**config.mk**
```make
export PLATFORM = sky130hd
export DESIGN_NAME = ram_copy_engine_flat
export DESIGN_NICKNAME = d
export VERILOG_FILES = /design/src/rtl/ram_pkg.sv /design/src/rtl/ram_copy_engine_if.sv /design/src/rtl/ram_copy_engine.sv /design/src/flat_wrapper.sv
export SDC_FILE = /design/constraint.sdc
export NUM_CORES = 1
export LEC_CHECK = 0
export BUFFER_PORTS_ARGS = -buffer_cell sky130_fd_sc_hd__buf_2
export CAP_MARGIN = 20
export CORE_MARGIN = 3
export CORE_UTILIZATION = 35
export DETAILED_ROUTE_END_ITERATION = 6
export PLACE_DENSITY = 0.69
export SETUP_SLACK_MARGIN = 0.4
export SLEW_MARGIN = 20
export SYNTH_ARGS = -nofsm -noshare
export SYNTH_HDL_FRONTEND = slang
export SYNTH_SLANG_ARGS = --single-unit
export TNS_END_PERCENT = 30
```
**constraint.sdc**
```tcl
create_clock -name clk -period 2.3 [get_ports clk]
set_input_delay 0.69 -clock clk [delete_from_list [all_inputs] [get_ports clk]]
set_output_delay 0.69 -clock clk [all_outputs]
set_load 0.01 [all_outputs]
```
**src/rtl/ram_pkg.sv**
```systemverilog
// Shared constants for the 32 x 32-bit data RAM and the ram_copy_engine sequencer.
package ram_pkg;

  localparam int RAM_AW = 5;
  localparam int RAM_DW = 32;

  localparam logic OP_FILL = 1'b0;
  localparam logic OP_COPY = 1'b1;

  localparam logic [2:0] ST_IDLE = 3'd0;
  localparam logic [2:0] ST_RD   = 3'd1;
  localparam logic [2:0] ST_CAP  = 3'd2;
  localparam logic [2:0] ST_WR   = 3'd3;
  localparam logic [2:0] ST_FIN  = 3'd4;

  typedef logic [RAM_AW-1:0] ram_addr_t;
  typedef logic [RAM_DW-1:0] ram_word_t;

endpackage

```
**src/rtl/ram_copy_engine_if.sv**
```systemverilog
// Pin bundle between a RAM bus master (the copy engine) and the single-port ram.
interface ram_copy_engine_if #(
  parameter int AW = 5,
  parameter int DW = 32
) ();

  logic          ram_ena;
  logic          wena;
  logic [AW-1:0] addr;
  logic [DW-1:0] data_in;
  logic [DW-1:0] data_out;

  modport master (
    output ram_ena,
    output wena,
    output addr,
    output data_in,
    input  data_out
  );

  modport slave (
    input  ram_ena,
    input  wena,
    input  addr,
    input  data_in,
    output data_out
  );

endinterface

```
**src/rtl/ram_copy_engine.sv**
```systemverilog
// Fill / copy sequencer driving the single-port ram; optional XOR checksum of
// written words is enabled with `define RAM_COPY_CHECKSUM_EN.
module ram_copy_engine
  import ram_pkg::*;
#(
  parameter int AW = RAM_AW,
  parameter int DW = RAM_DW
) (
  input  logic          clk,
  input  logic          rst,
  input  logic          start,
  input  logic          op,
  input  logic [AW-1:0] src_addr,
  input  logic [AW-1:0] dst_addr,
  input  logic [AW:0]   len,
  input  logic [DW-1:0] fill_data,
  output logic          busy,
  output logic          done,
  output logic [DW-1:0] checksum,
  ram_copy_engine_if.master bus
);

  localparam logic [AW-1:0] PTR_ONE = {{(AW-1){1'b0}}, 1'b1};
  localparam logic [AW:0]   CNT_ONE = {{AW{1'b0}}, 1'b1};
  localparam logic [AW:0]   MAX_LEN = {1'b1, {AW{1'b0}}};

  logic [2:0]    state;
  logic          op_q;
  logic [AW:0]   cnt;
  logic [AW-1:0] src_ptr;
  logic [AW-1:0] dst_ptr;
  logic          busy_q;
  logic          done_q;
  logic          ram_ena_q;
  logic          wena_q;
  logic [AW-1:0] addr_q;
  logic [DW-1:0] data_in_q;
  logic [AW:0]   len_clamped;

  assign len_clamped = (len > MAX_LEN) ? MAX_LEN : len;

  // Outputs are registered together with the state they belong to, so each
  // transition loads the bus values for the cycle it enters. data_in_q doubles
  // as the copy buffer: it captures data_out on the CAP -> WR edge.
  always_ff @(posedge clk or posedge rst) begin
    if (rst) begin
      state     <= ST_IDLE;
      op_q      <= OP_FILL;
      cnt       <= '0;
      src_ptr   <= '0;
      dst_ptr   <= '0;
      busy_q    <= 1'b0;
      done_q    <= 1'b0;
      ram_ena_q <= 1'b0;
      wena_q    <= 1'b0;
      addr_q    <= '0;
      data_in_q <= '0;
    end else begin
      done_q <= 1'b0;
      case (state)
        ST_IDLE: begin
          if (start) begin
            op_q <= op;
            cnt  <= len_clamped;
            if (len_clamped == '0) begin
              state  <= ST_FIN;
              done_q <= 1'b1;
            end else if (op == OP_FILL) begin
              state     <= ST_WR;
              busy_q    <= 1'b1;
              ram_ena_q <= 1'b1;
              wena_q    <= 1'b1;
              addr_q    <= dst_addr;
              data_in_q <= fill_data;
              dst_ptr   <= dst_addr + PTR_ONE;
              src_ptr   <= src_addr;
            end else begin
              state     <= ST_RD;
              busy_q    <= 1'b1;
              ram_ena_q <= 1'b1;
              wena_q    <= 1'b0;
              addr_q    <= src_addr;
              src_ptr   <= src_addr + PTR_ONE;
              dst_ptr   <= dst_addr;
            end
          end
        end
        ST_RD: begin
          state     <= ST_CAP;
          ram_ena_q <= 1'b0;
          wena_q    <= 1'b0;
        end
        ST_CAP: begin
          state     <= ST_WR;
          ram_ena_q <= 1'b1;
          wena_q    <= 1'b1;
          addr_q    <= dst_ptr;
          data_in_q <= bus.data_out;
          dst_ptr   <= dst_ptr + PTR_ONE;
        end
        ST_WR: begin
          cnt <= cnt - CNT_ONE;
          if (cnt == CNT_ONE) begin
            state     <= ST_FIN;
            done_q    <= 1'b1;
            busy_q    <= 1'b0;
            ram_ena_q <= 1'b0;
            wena_q    <= 1'b0;
          end else if (op_q == OP_FILL) begin
            addr_q  <= dst_ptr;
            dst_ptr <= dst_ptr + PTR_ONE;
          end else begin
            state   <= ST_RD;
            wena_q  <= 1'b0;
            addr_q  <= src_ptr;
            src_ptr <= src_ptr + PTR_ONE;
          end
        end
        ST_FIN: begin
          state <= ST_IDLE;
        end
        default: begin
          state <= ST_IDLE;
        end
      endcase
    end
  end

  assign busy        = busy_q;
  assign done        = done_q;
  assign bus.ram_ena = ram_ena_q;
  assign bus.wena    = wena_q;
  assign bus.addr    = addr_q;
  assign bus.data_in = data_in_q;

`ifdef RAM_COPY_CHECKSUM_EN
  logic [DW-1:0] csum_q;

  // Folds in the word leaving the bus at the end of each WR cycle.
  always_ff @(posedge clk or posedge rst) begin
    if (rst) begin
      csum_q <= '0;
    end else if (state == ST_IDLE && start) begin
      csum_q <= '0;
    end else if (state == ST_WR) begin
      csum_q <= csum_q ^ data_in_q;
    end
  end

  assign checksum = csum_q;
`else
  assign checksum = '0;
`endif

endmodule

```
**src/flat_wrapper.sv**
```systemverilog
// flat-port wrapper written by rule: the top's interface ports become plain ports
module ram_copy_engine_flat import ram_pkg::*;
#(
  parameter int AW = RAM_AW,
  parameter int DW = RAM_DW
)
  (clk, rst, start, op, src_addr, dst_addr, len, fill_data, busy, done, checksum, bus_ram_ena, bus_wena, bus_addr, bus_data_in, bus_data_out);
  ram_copy_engine_if #(.AW(AW), .DW(DW)) bus_i ();
  input  logic clk;
  input  logic rst;
  input  logic start;
  input  logic op;
  input  logic [AW-1:0] src_addr;
  input  logic [AW-1:0] dst_addr;
  input  logic [AW:0] len;
  input  logic [DW-1:0] fill_data;
  output logic busy;
  output logic done;
  output logic [DW-1:0] checksum;
  output wire logic [$bits(bus_i.ram_ena)-1:0] bus_ram_ena;
  output wire logic [$bits(bus_i.wena)-1:0] bus_wena;
  output wire logic [$bits(bus_i.addr)-1:0] bus_addr;
  output wire logic [$bits(bus_i.data_in)-1:0] bus_data_in;
  input wire logic [$bits(bus_i.data_out)-1:0] bus_data_out;
  assign bus_ram_ena = bus_i.ram_ena;
  assign bus_wena = bus_i.wena;
  assign bus_addr = bus_i.addr;
  assign bus_data_in = bus_i.data_in;
  assign bus_i.data_out = bus_data_out;
  ram_copy_engine #(.AW(AW), .DW(DW)) u_core (.clk(clk), .rst(rst), .start(start), .op(op), .src_addr(src_addr), .dst_addr(dst_addr), .len(len), .fill_data(fill_data), .busy(busy), .done(done), .checksum(checksum), .bus(bus_i));
endmodule
```
# Word-level counts from Yosys, hierarchy flattened
# Cells that the tools add are included.
# classes
n_addsub	5
magnitude_cmp	1
eq_ne	12
n_mux	46
reduce_logical	16
# ops
operator	n
$mux 32	3
$mux 5	15
$pmux 32 s2	1
$pmux 5 s3	2
$add 5x1->5 const B	4
$reduce_and 4->1	5
$mux 3	4
$mux 6	2
$pmux 3 s4	1
$pmux 6 s2	1
$mux 1	11
$ne 2x2->1 const B	5
$pmux 5 s2	1
$reduce_and 5->1	2
$pmux 1 s4	2
$eq 3x2->1 const B	2
$eq 6x1->1 const B	1
$gt 6x6->1 const B	1
$logic_not 6->1	1
$reduce_and 2->1	3
$sub 6x1->6 const B	1
$ne 2x1->1 const B	2
$pmux 1 s2	2
$reduce_bool 2->1	2
other kinds (6)	6
# totals
register_bits	61
in_bits	84
out_inout_bits	73

# Longest topological paths before layout
# Gate-level depths: netlist (run 1).
# logic_depth
word_depth	6
ltp_mapped	7
mapped_depth_nobuf	6

# Least setup slack after synthesis (run 1)
# Ideal clock, no wire load.
# synth_path
path_kind	input to register
from	input len[0]
to	register u_core.addr_q[0], in the netlist u_core.bus.addr[0]
setup_ns	0.125
arrival_time_ns	2.098
required_time_ns	2.175
setup_slack_ns	0.077
path_stages	5
path_buffers	1
cell_sequence	or4_4 -> o311ai_4 -> and2_4 -> buf_8 -> mux2_4
# synth_between
elab_chain_len	5
# synth_lines
item	line_no	text
start, declared	flat_wrapper.sv:15	input logic [AW:0] len;
$gt 6x6->1	ram_copy_engine.sv:40	assign len_clamped = (len > MAX_LEN) ? MAX_LEN : len;
$mux 6 (*)	ram_copy_engine.sv:40	
$logic_not 6->1 (*)	ram_copy_engine.sv:65	if (len_clamped == '0) begin
$ne 2x2->1 (no source line) (*)	n/a	
$reduce_and 4->1 (no source line) (*)	n/a	
end signal, assigned	ram_copy_engine.sv:73	addr_q <= dst_addr;
end signal, assigned	ram_copy_engine.sv:82	addr_q <= src_addr;
end signal, assigned	ram_copy_engine.sv:97	addr_q <= dst_ptr;
end, declared	ram_copy_engine.sv:36	logic [AW-1:0] addr_q;
# Every way passes the cells marked *; elsewhere a longest branch is shown, timed or not.
# A chain may end at the register's enable or synchronous reset.

# Final worst setup path (run 1)
# layout_path
from	input len[0]
to	register u_core.addr_q[1], in the netlist u_core.bus.addr[1]
# The elaborated chain is that of the path after synthesis.

==> impl_metrics.json, run 1 <==
{
  "outcome": "complete, no violations",
  "p_per_area_nw_per_um2": 1260,
  "cts_setup_buffers": 0,
  "setup_violations": 0,
  "dp.cells": 602,
  "p_leak_uw": 0.00223,
  "rr_worst_depth": 6,
  "grt_overflow": 0,
  "cts-htree-levels": 3,
  "synth_cells": 344,
  "grt_first_pass_wirelength_um": 14500,
  "hold_buffers": 0,
  "post-route-min-period_ns": 1.97,
  "initialDrtViolationCount": 98,
  "cp.required_ns": 2.51,
  "syn_to_final_growth_pct": 24.9,
  "numCtsBuffers": 9,
  "reg2reg_slack_ns": 0.41,
  "cp-endpoint": "u_core.bus.addr[1]",
  "worstSetupPathType": "in2reg",
  "hold_viol": 0,
  "fp-row-count": 37,
  "drive_gt1_frac": 0.453,
  "design.portCount": 157,
  "post_drt_wl_per_cell_um": 14.2,
  "clkTransAtPathRegs_ns": 0.07,
  "fin_crit_sh": 0.857,
  "max_slew_margin": 0.617,
  "clk-insertion-delay-late_ns": 0.34,
  "antenna_found_initial": 0,
  "multi_input_area_um2": 2040,
  "grt_max_degree": 62,
  "hp-class": "in2async",
  "cts.path.max_buffers": 2,
  "cts_sinks": 61,
  "tightest_slew_ns": 0.575,
  "cp_max_fo": 6,
  "grt_pass1_vias": 2821,
  "startpoint_type": "input port",
  "slew_violations": 0,
  "rsz0062_at_grt": "yes",
  "drtAntennaViolNets": 0,
  "fill_cells": 1008,
  "ys.warnings.count": 0,
  "start_util": 0.365,
  "wl_um": 8790,
  "avgSynthCellArea_um2": 11.1,
  "core-area_um2": 10500,
  "startpoint": "len[0]",
  "fmax_ghz": 0.507,
  "r2r-start": "u_core.cnt[1]",
  "ir_drop_uv": 513,
  "place_hpwl_um": 6890,
  "drc": 0,
  "postCtsResizedCells": 2,
  "num-nets-final": 567,
  "via_per_inst": 4.87,
  "end_kind": "register",
  "seqCellArea_um2": 1530,
  "die_w_um": 110,
  "cap_violations": 0,
  "syn_area_um2": 3820,
  "ys_seq_elements": 61,
  "firstDrtPassIters": 4,
  "synth_area_leader_cell": "dfrtp_1",
  "gp_congestion": 0.858,
  "r2r-end": "u_core.bus.addr[1]",
  "utilization": 0.456,
  "dieArea_um2": 12200,
  "cts_root_buf": "clkbuf_8",
  "ys_types": 53,
  "numPortBuffers": 124,
  "cts_tree": "yes",
  "cp.arrival_ns": 2.18,
  "netlist_top_cells_area": "dfrtp_1, mux2_2, mux2_1, buf_4, mux2i_1",
  "ys_seq_area_frac": 0.400,
  "grtUsageTotal": 0.143,
  "dieHeight_um": 110,
  "synth_top_area_share": 0.400,
  "clock_skew_ns": 0.0108,
  "instances_no_fill": 617,
  "num_vias": 3004,
  "diodes": 0
}
[worst min path at each step]
stage | slack [ns] | startpoint | to | cells after the start
6_report | 0.44 | rst | u_core.state[1] | 3
5_1_grt | 0.45 | rst | u_core.bus.data_in[27] | 3
4_1_cts | 0.43 | rst | u_core.bus.data_in[27] | 3
3_5_place_dp | 0.48 | u_core.bus.data_in[19] | u_core.bus.data_in[19] | 1
3_3_place_gp | 0.47 | u_core.bus.data_in[21] | u_core.bus.data_in[21] | 1
2_1_floorplan | 0.46 | u_core.cnt[4] | u_core.cnt[4] | 1
[per-stage QoR]
step	cell area (um2)	total power (uW)	worst slack, ns	hold slack, ns	TNS [ns]
after floorplan	3940	4190	0.0770	0.464	0
after global placement	4540	5010	-0.00981	0.473	-0.0479
after detailed placement	4540	5120	-0.0257	0.477	-0.140
after CTS	4750	6100	0.352	0.431	0
after global routing	4770	6510	0.299	0.448	0
final	4770	6020	0.329	0.437	0
[logic make-up after synthesis]
kind of cell | share of synthesized area
AOI/OAI and AO/OA | 0.123
xor gates and xnor gates | 0.0184
adders and majority gates | 0.0197
buffers and inverters | 0.101
DFF | 0.400
muxes | 0.235
other | 0.000983
and+or+nand+nor | 0.102
[critical path, stage by stage]
cell	delay [ns]
buf_6	0.09
or4_4	0.56
o311ai_4	0.28
and2_4	0.26
mux2_4	0.30
[layer usage]
layer / track usage / wire length, um / up-vias
met5: 0 / 0 / -
met4: 0.0369 / 51 / 0
met3: 0.0477 / 766 / 7
met2: 0.235 / 4200 / 133
met1: 0.181 / 3770 / 1400
li1: - / - / 1464
[cells in the mapped netlist, drive strengths merged]
library cell,count
o2bb2ai,3
nand4b,3
a31o,1
conb,1
a21boi,1
o311ai,3
nor4,1
and2,2
a21oi,18
o211ai,4
ha,6
nor3b,3
or4b,1
inv,10
o22a,4
a211oi,7
or3,2
a221oi,1
a21bo,1
xnor2,5
mux2,70
dfrtp,61
a311oi,1
nor2,11
or4,1
nor4b,2
nor3,5
o22ai,5
nand4,6
mux2i,9
o21ai,7
a22oi,4
nor2b,3
and3,8
nand2,14
buf,44
nand3b,2
nand2b,2
xor2,3
o31ai,4
clkbuf,5
[flip-flops by register name, summed over array words and instances, names as in the netlist]
name,flops
u_core.bus.ram_ena,1
u_core.state,3
u_core.dst_ptr,5
u_core.bus.wena,1
u_core.op_q,1
u_core.bus.addr,5
u_core.src_ptr,5
u_core.done,1
u_core.busy,1
u_core.cnt,6
u_core.bus.data_in,32
[layout by cell type (no fill, tap or decap), types with 3 or more instances in the layout]
| master | synthesis | routed |
|---|---|---|
| conb_1 | 1 | 32 |
| a22oi_1 | 4 | 4 |
| o22ai_1 | 5 | 5 |
| a21oi_1 | 17 | 16 |
| o31ai_1 | 4 | 4 |
| o2bb2ai_1 | 3 | 3 |
| o211ai_1 | 4 | 4 |
| o21ai_0 | 6 | 6 |
| buf_2 | 7 | 122 |
| buf_4 | 32 | 13 |
| and3_1 | 8 | 8 |
| ha_1 | 6 | 6 |
| xor2_1 | 3 | 3 |
| nand4b_1 | 3 | 3 |
| nor3_1 | 5 | 5 |
| buf_12 | 0 | 3 |
| o22a_1 | 4 | 4 |
| nor3b_1 | 3 | 3 |
| xnor2_1 | 5 | 5 |
| mux2_1 | 22 | 22 |
| mux2_2 | 43 | 43 |
| mux2i_1 | 9 | 9 |
| inv_1 | 10 | 9 |
| dfrtp_1 | 61 | 59 |
| nand2_1 | 14 | 14 |
| mux2_4 | 5 | 5 |
| nor2b_1 | 3 | 3 |
| a211oi_1 | 7 | 7 |
| clkbuf_8 | 0 | 11 |
| nand4_1 | 6 | 6 |
| nor2_1 | 10 | 9 |
[layout make-up]
class                      count  share of cell area
clock buffer                  11              0.0318
multi-input combinational    255               0.427
clock inverter                 4             0.00997
timing repair buffer         140               0.166
inverter                      10             0.00866
sequential                    61               0.321
tap                          136              0.0357
[power by group]
group          internal (uW)  switching (uW)
clock                    549             407
combinational           1570            1460
sequential              1630             412
total                   3750            2280
No activity file was read; power rests on OpenSTA's default activity.
==> inputs of run 2 (changes only) <==
- PLACE_DENSITY: 0.69 -> 0.66
- clock period: 2.3 -> 2.51 ns (I/O delays scaled with it)
==> run 2 against run 1 <==
Net effect: final area decreased by 0.63%; via count increased by 0.27%; clock skew decreased by 0.0026 ns; setup slack improved by 0.049 ns; clock power increased by 13%; critical endpoint is now u_core.bus.addr[3]; highest routed layer unchanged.
==> impl_metrics.json, run 2 (same netlist as run 1, synthesis figures left out) <==
{
  "outcome": "complete, no violations",
  "design.portCount": 157,
  "worstSetupPathType": "in2reg",
  "numPortBuffers": 124,
  "start_util": 0.365,
  "dieHeight_um": 110,
  "fin_crit_sh": 0.849,
  "cp.required_ns": 2.72,
  "gp_congestion": 0.859,
  "p_clk_frac": 0.189,
  "tightest_slew_ns": 0.630,
  "r2r-end": "u_core.bus.data_in[26]",
  "syn_to_final_growth_pct": 24.1,
  "hp-class": "reg2reg",
  "stdcell_area_um2": 4740,
  "utilization": 0.453,
  "drc": 0,
  "hold_viol": 0,
  "cp_max_fo": 6,
  "layout_common_cells": "buf_2, dfrtp_1, mux2_2, conb_1, mux2_1",
  "cts_sinks": 61,
  "instances_no_fill": 613,
  "p_comb_frac": 0.483,
  "firstDrtPassIters": 4,
  "grt_overflow": 0,
  "post_drt_wl_per_cell_um": 15.0,
  "clk-insertion-delay-late_ns": 0.33,
  "cp.arrival_ns": 2.34,
  "drive_gt1_frac": 0.442,
  "largest_reg_flops": 32,
  "dieArea_um2": 12200,
  "die_w_um": 110,
  "setup_violations": 0,
  "p_leak_uw": 0.00221,
  "postCtsResizedCells": 0,
  "hold_path_depth": 1,
  "diodes": 0,
  "reg2reg_slack_ns": 0.54,
  "cts-htree-levels": 3,
  "startpoint": "len[0]",
  "cap_violations": 0,
  "post-route-min-period_ns": 2.13,
  "core-area_um2": 10500,
  "fin_setup_tns_ns": 0,
  "r2r-start": "u_core.state[1]",
  "clkTransAtPathRegs_ns": 0.07,
  "fmax_ghz": 0.469,
  "end_kind": "register",
  "cts.path.max_buffers": 2,
  "slew_violations": 0,
  "max_slew_margin": 0.580,
  "antenna_found_initial": 0,
  "swShare": 0.378,
  "initialDrtViolationCount": 65,
  "numCtsBuffers": 9,
  "grt_max_degree": 34,
  "place_hpwl_um": 7200,
  "pre_cts_ws_ns": 0.0480,
  "cts_tree": "yes",
  "power.internal_uw": 3560,
  "dpl-instance-area_um2": 4490,
  "via_per_inst": 4.91,
  "num_vias": 3012,
  "cp-endpoint": "u_core.bus.addr[3]",
  "fin_ws_ns": 0.378,
  "num-nets-final": 562,
  "ir_drop_uv": 489,
  "rsz0062_at_grt": "yes",
  "rr_worst_depth": 5,
  "final_common_cell": "buf_2",
  "dp.cells": 597,
  "grt_pass1_vias": 2986,
  "grt_first_pass_wirelength_um": 15000,
  "grtUsageTotal": 0.148,
  "switching_power_uw": 2160,
  "cts_root_buf": "clkbuf_8",
  "clock_skew_ns": 0.00825,
  "p_per_area_nw_per_um2": 1210,
  "fp-row-count": 37,
  "wl_um": 9170,
  "drtAntennaViolNets": 0,
  "p_seq_frac": 0.329,
  "startpoint_type": "input port"
}
==> run 2: worst max-delay path: stages <==
cell      delay [ns]
buf_2           0.12
or4_4           0.56
o311ai_4        0.34
and2_4          0.27
mux2_4          0.30
==> run 2: power groups by stage <==
stage | registers [uW] | logic [uW] | clock network (uW)
6_report | 1880 | 2760 | 1080
2_1_floorplan | 1930 | 1910 | 0
4_1_cts | 1880 | 2800 | 1120
5_1_grt | 1960 | 3050 | 1160
3_5_place_dp | 1900 | 2790 | 0
3_3_place_gp | 1870 | 2710 | 0
==> run 2: layout make-up <==
class | count | area [um2]
Inverter | 10 | 41.3
Sequential cell | 61 | 1530
Fill cell | 995 | 5730
Clock buffer | 9 | 124
Multi-Input combinational cell | 255 | 2020
Timing Repair Buffer | 135 | 728
Clock inverter | 7 | 123
Tap cell | 136 | 170
==> run 2: through the flow <==
step / hold WS (ns) / power [uW]
global route: 0.502 / 6170
CTS: 0.495 / 5790
global placement: 0.472 / 4590
floorplan: 0.464 / 3840
detailed placement: 0.478 / 4680
finish: 0.490 / 5730
==> run 2: repair_timing <==
item	4_1_cts	5_1_grt
setup endpoints to repair	0	5
hold endpoints to repair	0	0
hold buffers	0	0
setup buffers	0	0
==> run 2: worst min-delay path by stage <==
stage,start,to,slack [ns]
after global placement,u_core.bus.data_in[6],u_core.bus.data_in[6],0.47
after CTS,u_core.bus.data_in[30],u_core.bus.data_in[30],0.49
after detailed placement,u_core.bus.data_in[29],u_core.bus.data_in[29],0.48
after floorplan,u_core.cnt[4],u_core.cnt[4],0.46
after global routing,u_core.bus.data_in[6],u_core.bus.data_in[6],0.50
final,u_core.bus.data_in[28],u_core.bus.data_in[28],0.49
==> run 2: routing by layer <==
layer / up-vias / track usage / part of all wire / wire length (um)
li1: 1454 / - / - / -
met1: 1428 / 0.186 / 0.44 / 4020
met4: 0 / 0.0460 / 0.0076 / 70
met5: - / 0 / 0 / 0
met3: 6 / 0.0395 / 0.073 / 667
met2: 124 / 0.248 / 0.48 / 4420
